===== config.mk =====
export PLATFORM = sky130hd
export DESIGN_NAME = reg_file_sb_flat
export DESIGN_NICKNAME = d
export VERILOG_FILES = /design/src/rtl/reg_file_sb_if.sv /design/src/rtl/reg_file_sb.sv /design/src/flat_wrapper.sv
export SDC_FILE = /design/constraint.sdc
export NUM_CORES = 1
export LEC_CHECK = 0
export CELL_PAD_IN_SITES_DETAIL_PLACEMENT = 1
export CELL_PAD_IN_SITES_GLOBAL_PLACEMENT = 2
export CORE_MARGIN = 2
export CORE_UTILIZATION = 43
export DETAILED_ROUTE_END_ITERATION = 8
export GPL_TIMING_DRIVEN = 1
export PLACE_DENSITY_LB_ADDON = 0.1
export SLEW_MARGIN = 10
export SYNTH_ARGS = -nofsm -noshare
export SYNTH_HDL_FRONTEND = slang
export SYNTH_SLANG_ARGS = --single-unit

===== constraint.sdc =====
create_clock -name clk -period 3.05 [get_ports clk]
set_input_delay 0.4575 -clock clk [delete_from_list [all_inputs] [get_ports clk]]
set_output_delay 0.4575 -clock clk [all_outputs]
set_load 0.05 [all_outputs]

===== src/rtl/reg_file_sb_if.sv =====
// reg_file_sb_if: bundles the register-file bus between decode/writeback
// (master) and the register file (slave).
//   write   : wr_en, wr_addr, wr_data                   (master -> slave)
//   read    : rd_addr1, rd_addr2, imm_sel               (master -> slave)
//             rd_data1, rd_data2                        (slave -> master)
//   issue   : iss_en, iss_addr                          (master -> slave)
//             busy1, busy2                              (slave -> master)
//   dump    : dump_start, dump_ready                    (master -> slave)
//             dump_valid, dump_addr, dump_data, dump_done (slave -> master)
interface reg_file_sb_if #(
   parameter int DATA_W = 16,
   parameter int ADDR_W = 4
);
   logic              wr_en;
   logic [ADDR_W-1:0] wr_addr;
   logic [DATA_W-1:0] wr_data;
   logic [ADDR_W-1:0] rd_addr1;
   logic [ADDR_W-1:0] rd_addr2;
   logic              imm_sel;
   logic [DATA_W-1:0] rd_data1;
   logic [DATA_W-1:0] rd_data2;
   logic              iss_en;
   logic [ADDR_W-1:0] iss_addr;
   logic              busy1;
   logic              busy2;
   logic              dump_start;
   logic              dump_valid;
   logic              dump_ready;
   logic [ADDR_W-1:0] dump_addr;
   logic [DATA_W-1:0] dump_data;
   logic              dump_done;

   modport master (
      output wr_en, wr_addr, wr_data, rd_addr1, rd_addr2, imm_sel,
             iss_en, iss_addr, dump_start, dump_ready,
      input  rd_data1, rd_data2, busy1, busy2,
             dump_valid, dump_addr, dump_data, dump_done
   );

   modport slave (
      input  wr_en, wr_addr, wr_data, rd_addr1, rd_addr2, imm_sel,
             iss_en, iss_addr, dump_start, dump_ready,
      output rd_data1, rd_data2, busy1, busy2,
             dump_valid, dump_addr, dump_data, dump_done
   );
endinterface


===== src/rtl/reg_file_sb.sv =====
// reg_file_sb: 2-read/1-write register file with write-through bypass,
// per-register busy scoreboard and a valid/ready register dump stream.
//   clk   : rising-edge clock
//   reset : asynchronous, active-low; clears array, scoreboard and dump
//   bus   : reg_file_sb_if slave modport (write, read, issue, dump groups)
module reg_file_sb #(
   parameter int DATA_W   = 16,
   parameter int ADDR_W   = 4,
   parameter int ZERO_REG = 0
) (
   input  logic          clk,
   input  logic          reset,
   reg_file_sb_if.slave  bus
);
   localparam int DEPTH = 2**ADDR_W;

   typedef enum logic [1:0] {S_IDLE, S_SEND, S_DONE} state_t;

   logic [DATA_W-1:0] regs_q [DEPTH];
   logic [DEPTH-1:0]  busy_q, busy_d;
   state_t            state_q, state_d;
   logic [ADDR_W-1:0] ptr_q, ptr_d;
   logic [DATA_W-1:0] dump_data_q, dump_data_d;
   logic              load;
   logic [ADDR_W-1:0] load_addr;
   logic              wr_ok, iss_ok;
   logic [DATA_W-1:0] rd1, rd2;

   // With ZERO_REG, register 0 is hard-wired: no write, no busy, no bypass.
   assign wr_ok  = bus.wr_en  && !(ZERO_REG != 0 && bus.wr_addr  == '0);
   assign iss_ok = bus.iss_en && !(ZERO_REG != 0 && bus.iss_addr == '0);

   always_ff @(posedge clk or negedge reset) begin
      if (!reset) begin
         for (int i = 0; i < DEPTH; i++) regs_q[i] <= '0;
      end else if (wr_ok) begin
         regs_q[bus.wr_addr] <= bus.wr_data;
      end
   end

   always_comb begin
      rd1 = regs_q[bus.rd_addr1];
      if (wr_ok && bus.wr_addr == bus.rd_addr1) rd1 = bus.wr_data;
      rd2 = regs_q[bus.rd_addr2];
      if (wr_ok && bus.wr_addr == bus.rd_addr2) rd2 = bus.wr_data;
      // Immediate operand replaces port 2 entirely, bypass included.
      if (bus.imm_sel) rd2 = DATA_W'(bus.rd_addr2);
      if (!reset) begin
         rd1 = '0;
         rd2 = '0;
      end
   end

   assign bus.rd_data1 = rd1;
   assign bus.rd_data2 = rd2;

   // Clear first, then set: an issue to the register being written back
   // belongs to a newer producer and must stay pending.
   always_comb begin
      busy_d = busy_q;
      if (bus.wr_en) busy_d[bus.wr_addr]  = 1'b0;
      if (iss_ok)    busy_d[bus.iss_addr] = 1'b1;
   end

   // A write landing this cycle is bypassed, so it resolves the stall now.
   assign bus.busy1 = busy_q[bus.rd_addr1] & ~(bus.wr_en & (bus.wr_addr == bus.rd_addr1));
   assign bus.busy2 = ~bus.imm_sel & busy_q[bus.rd_addr2]
                    & ~(bus.wr_en & (bus.wr_addr == bus.rd_addr2));

   always_ff @(posedge clk or negedge reset) begin
      if (!reset) begin
         busy_q      <= '0;
         state_q     <= S_IDLE;
         ptr_q       <= '0;
         dump_data_q <= '0;
      end else begin
         busy_q      <= busy_d;
         state_q     <= state_d;
         ptr_q       <= ptr_d;
         dump_data_q <= dump_data_d;
      end
   end

   always_comb begin
      state_d = state_q;
      case (state_q)
         S_IDLE:  if (bus.dump_start) state_d = S_SEND;
         S_SEND:  if (bus.dump_ready && ptr_q == '1) state_d = S_DONE;
         S_DONE:  state_d = S_IDLE;
         default: state_d = S_IDLE;
      endcase
   end

   always_comb begin
      bus.dump_valid = 1'b0;
      bus.dump_done  = 1'b0;
      load           = 1'b0;
      load_addr      = ptr_q;
      case (state_q)
         S_IDLE: begin
            if (bus.dump_start) begin
               load      = 1'b1;
               load_addr = '0;
            end
         end
         S_SEND: begin
            bus.dump_valid = 1'b1;
            // Next beat loads on the accepting edge, so beats run back to back.
            if (bus.dump_ready && ptr_q != '1) begin
               load      = 1'b1;
               load_addr = ptr_q + ADDR_W'(1);
            end
         end
         S_DONE:  bus.dump_done = 1'b1;
         default: ;
      endcase
   end

   // Beat data is captured from the array as it stands before this edge's write.
   assign ptr_d       = load ? load_addr : ptr_q;
   assign dump_data_d = load ? regs_q[load_addr] : dump_data_q;

   assign bus.dump_addr = ptr_q;
   assign bus.dump_data = dump_data_q;
endmodule

===== src/flat_wrapper.sv =====
// flat-port wrapper written by rule: the top's interface ports become plain ports
module reg_file_sb_flat 
#(
   parameter int DATA_W   = 16,
   parameter int ADDR_W   = 4,
   parameter int ZERO_REG = 0
)
  (clk, reset, bus_wr_en, bus_wr_addr, bus_wr_data, bus_rd_addr1, bus_rd_addr2, bus_imm_sel, bus_iss_en, bus_iss_addr, bus_dump_start, bus_dump_ready, bus_rd_data1, bus_rd_data2, bus_busy1, bus_busy2, bus_dump_valid, bus_dump_addr, bus_dump_data, bus_dump_done);
  reg_file_sb_if #(.DATA_W(DATA_W), .ADDR_W(ADDR_W)) bus_i ();
  input  logic clk;
  input  logic reset;
  input wire logic [$bits(bus_i.wr_en)-1:0] bus_wr_en;
  input wire logic [$bits(bus_i.wr_addr)-1:0] bus_wr_addr;
  input wire logic [$bits(bus_i.wr_data)-1:0] bus_wr_data;
  input wire logic [$bits(bus_i.rd_addr1)-1:0] bus_rd_addr1;
  input wire logic [$bits(bus_i.rd_addr2)-1:0] bus_rd_addr2;
  input wire logic [$bits(bus_i.imm_sel)-1:0] bus_imm_sel;
  input wire logic [$bits(bus_i.iss_en)-1:0] bus_iss_en;
  input wire logic [$bits(bus_i.iss_addr)-1:0] bus_iss_addr;
  input wire logic [$bits(bus_i.dump_start)-1:0] bus_dump_start;
  input wire logic [$bits(bus_i.dump_ready)-1:0] bus_dump_ready;
  output wire logic [$bits(bus_i.rd_data1)-1:0] bus_rd_data1;
  output wire logic [$bits(bus_i.rd_data2)-1:0] bus_rd_data2;
  output wire logic [$bits(bus_i.busy1)-1:0] bus_busy1;
  output wire logic [$bits(bus_i.busy2)-1:0] bus_busy2;
  output wire logic [$bits(bus_i.dump_valid)-1:0] bus_dump_valid;
  output wire logic [$bits(bus_i.dump_addr)-1:0] bus_dump_addr;
  output wire logic [$bits(bus_i.dump_data)-1:0] bus_dump_data;
  output wire logic [$bits(bus_i.dump_done)-1:0] bus_dump_done;
  assign bus_i.wr_en = bus_wr_en;
  assign bus_i.wr_addr = bus_wr_addr;
  assign bus_i.wr_data = bus_wr_data;
  assign bus_i.rd_addr1 = bus_rd_addr1;
  assign bus_i.rd_addr2 = bus_rd_addr2;
  assign bus_i.imm_sel = bus_imm_sel;
  assign bus_i.iss_en = bus_iss_en;
  assign bus_i.iss_addr = bus_iss_addr;
  assign bus_i.dump_start = bus_dump_start;
  assign bus_i.dump_ready = bus_dump_ready;
  assign bus_rd_data1 = bus_i.rd_data1;
  assign bus_rd_data2 = bus_i.rd_data2;
  assign bus_busy1 = bus_i.busy1;
  assign bus_busy2 = bus_i.busy2;
  assign bus_dump_valid = bus_i.dump_valid;
  assign bus_dump_addr = bus_i.dump_addr;
  assign bus_dump_data = bus_i.dump_data;
  assign bus_dump_done = bus_i.dump_done;
  reg_file_sb #(.DATA_W(DATA_W), .ADDR_W(ADDR_W), .ZERO_REG(ZERO_REG)) u_core (.clk(clk), .reset(reset), .bus(bus_i));
endmodule

==> flow_summary.yaml <==
status:
  outcome: "finished clean"
place:
  placed_area_um2: 20700
  gp_congestion: 0.813
  port_buffers: 94
  hpwlAfterDp_mm: 39.0
  place_ws_ps: -0.460
global_routing:
  grt_usage: 0.286
  grt_pass1_wl_mm: 92.5
  grtUsageMet2: 0.460
  grt_start_max_net_pins: 90
  use_met3: 0.0365
  grt_pass1_vias: 13920
  grt-ovfl-total: 0
  grtUsageMet1: 0.404
  antenna_found_initial: 0
  grt.busiest_layer: "met2"
clock_network:
  cts_setup_buffers: 0
  numCtsBuffers: 37
  cts.path.max_buffers: 3
  clock_sinks: 294
  clk-insertion-delay-late_ps: 550
  clk_pin_slew_ps: 50
  cts-htree-levels: 2
  cts_tree: "built"
  cts-root-buf: "clkbuf_16"
synth:
  synthMuxAreaShare: 0.440
  ys_types: 50
  synth-compound-area-share: 0.0431
  ys_top_cells_by_area: "dfrtp_1 41%, mux4_2 21%, mux2_2 16%"
  synth_top_family_by_area: "multiplexers"
  synthesis.nets: 1439
  synth-seq-area-share: 0.407
  synthAdderAreaFrac: 0.000692
  synth_ff_type: "dfrtp_1"
  synthXorXnorAreaFrac: 0.00388
  yosys.area.top_type_share: 0.407
  ys_warn_count: 0
  ys_ff_latch: 294
  syn_area_per_cell_um2: 12.9
  async_flop_share: 1.00
  synth_area_um2: 18100
  yosys.area.top_type: "dfrtp_1"
  synth-edff-count: 0
  synth-simple-area-share: 0.0749
  postSynthCellCount: 1399
critical_path:
  path_depth: 8
  slowest_delay_ps: 660
  cp-end-kind: "output pin"
  r2r_cells: 8
  start_kind: "input port"
  cp-startpoint: "bus_wr_addr[0]"
  cp_data_required_time_ps: 2590
  critPathKind: "input port to output pin"
  endpoint: "bus_rd_data1[2]"
  critical_path.top_delay_family: "buffers and inverters"
  rr_endpoint: "u_core.bus.dump_data[3]"
  reg2reg_from: "u_core.bus.dump_addr[1]"
  rrSetupSlack_ps: 260
  critical_path.most_common_cell: "buf_12"
  cp_num_buf_inv: 4
  crit_slowest_cell: "clkdlybuf4s50_1"
  crit_arrival_ps: 2470
  worstPathCellList: "clkdlybuf4s50_1 > xor2_1 > nor4_4 > buf_4 > buf_12 > mux2i_1 > nor2b_1 > buf_12"
  cp_max_fo: 8
timing:
  setup-tns-final_ps: 0
  setup_ws_ps: 124
  fin_skew_ps: 24.7
  period_needed_ps: 2930
  slew_viol_final: 0
  finalSetupViolCount: 0
  hold_viol: 0
  max_freq_ghz: 0.342
  post-route-period-util: 0.959
  max-slew-margin-rel: 0.340
  worstMarginPinSlew_ps: 987
final_layout:
  fin_area_um2: 21900
  diodes: 0
  post-route-util: 0.523
  fin_nets: 1547
  area_growth_pct: 20.9
  drive_above_1_share: 0.428
flow_run:
  cap_violations: 0
route:
  drt_wl_total_mm: 60.9
  drc: 0
  first_pass_iters: 5
  via_per_inst: 6.31
  wire_per_inst_um: 29.4
  num_vias: 13044
  antenna_left: 0
  drtIter0Drc: 982
power_and_ir_drop:
  p_leak_nw: 9.04
  power_mw: 18.1
  p_per_area_nw_per_um2: 827
  vdd_drop_max_v: 0.000490
floorplan:
  die_w_um: 209
  dieArea_um2: 43700
  pin_count: 95
  start_util: 0.433
  placementRows: 75
  core_area_um2: 41800
  die_h_um: 209
min_path:
  hold_class: "input port to async pin"
[how the worst min path moves through the flow]
stage	from	end	cells after the start
5_1_grt	reset	u_core.regs_q[241]	2
3_5_place_dp	reset	u_core.regs_q[241]	1
3_3_place_gp	reset	u_core.regs_q[241]	1
2_1_floorplan	reset	u_core.bus.dump_addr[0]	0
4_1_cts	reset	u_core.regs_q[241]	2
6_report	reset	u_core.regs_q[241]	2
[cells in the mapped netlist (all sizes together) (2+ instances only)]
master,number
a21boi,2
o31ai,5
a32oi,17
xnor2,2
clkbuf,82
nand3b,5
o311ai,2
o21ai,36
mux2,256
buf,47
mux2i,123
nor3,8
mux4,170
nor2b,22
nand3,63
xor2,6
and3b,2
and3,5
a211oi,3
inv,6
nand2b,9
nand2,146
a21oi,25
o211ai,2
or3,2
nor2,29
a22oi,13
a311oi,2
dfrtp,294
a31oi,2
[registers in the layout, indices dropped and copies added, names as in the netlist]
| name | cells |
|---|---|
| u_core.regs_q | 256 |
| u_core.bus.dump_data | 16 |
| u_core.busy_q | 16 |
| u_core.bus.dump_addr | 4 |
| u_core.state_q | 2 |
[layout by cell type (no fill, tap or decap), types with 3 or more instances in the layout]
| cell | instances |
|---|---|
| dfrtp_1 | 294 |
| buf_12 | 59 |
| a22oi_1 | 13 |
| clkbuf_8 | 10 |
| mux4_2 | 170 |
| a21oi_1 | 24 |
| nor2_1 | 20 |
| nand2_1 | 146 |
| nor2b_1 | 12 |
| clkinv_2 | 6 |
| clkbuf_16 | 37 |
| xor2_1 | 6 |
| nand3_1 | 62 |
| clkbuf_1 | 7 |
| inv_1 | 4 |
| o21ai_0 | 36 |
| clkdlybuf4s50_1 | 53 |
| buf_4 | 81 |
| nor3_1 | 6 |
| o31ai_1 | 5 |
| mux2_2 | 256 |
| a32oi_1 | 16 |
| and3_1 | 5 |
| nand2b_1 | 9 |
| nor2b_2 | 10 |
| nand3b_1 | 5 |
| nor2_2 | 9 |
| mux2i_1 | 122 |
| a211oi_1 | 3 |
[report_power, final]
part,switching (mW),leakage (nW),total (mW),internal [mW]
sequential,0.997,3.61,5.87,4.88
clock,1.72,0.584,4.34,2.62
combinational,4.15,4.85,7.84,3.70
total,6.87,9.04,18.1,11.2
[final cells by class]
class	count	area, um^2
Tap cell	539	674
Clock inverter	7	85.1
Fill cell	4153	19900
Timing Repair Buffer	198	2370
Multi-Input combinational cell	970	10300
Clock buffer	54	1090
Inverter	6	26.3
Sequential cell	294	7360
[cell families (layout without fill, tap and decap cells)]
logic type	Yosys count	after routing
fa+ha+maj	1	1
buf+inv	135	265
mux	549	549
compound gates	116	116
xor+xnor	8	8
simple gates	296	296
flops	294	294
[layer usage]
metal | up-vias | wire length (um)
li1 | 5537 | -
met1 | 6994 | 27000
met2 | 406 | 29100
met3 | 107 | 2970
met4 | 0 | 1880
met5 | - | 0
[metrics by stage]
step,cells,hold slack [ps]
after floorplan,1399,162
after global placement,2006,279
after detailed placement,2006,279
after CTS,2068,300
after global routing,2068,324
final,2068,322
[repair_timing]
item | 4_1_cts | 5_1_grt
resized for setup | 0 | 3
endpoints found under the hold margin | 29 | 0
endpoints found under the setup margin | 0 | 12
hold buffers | 1 | 0
Note: power is estimated with default switching activity, not from simulation.
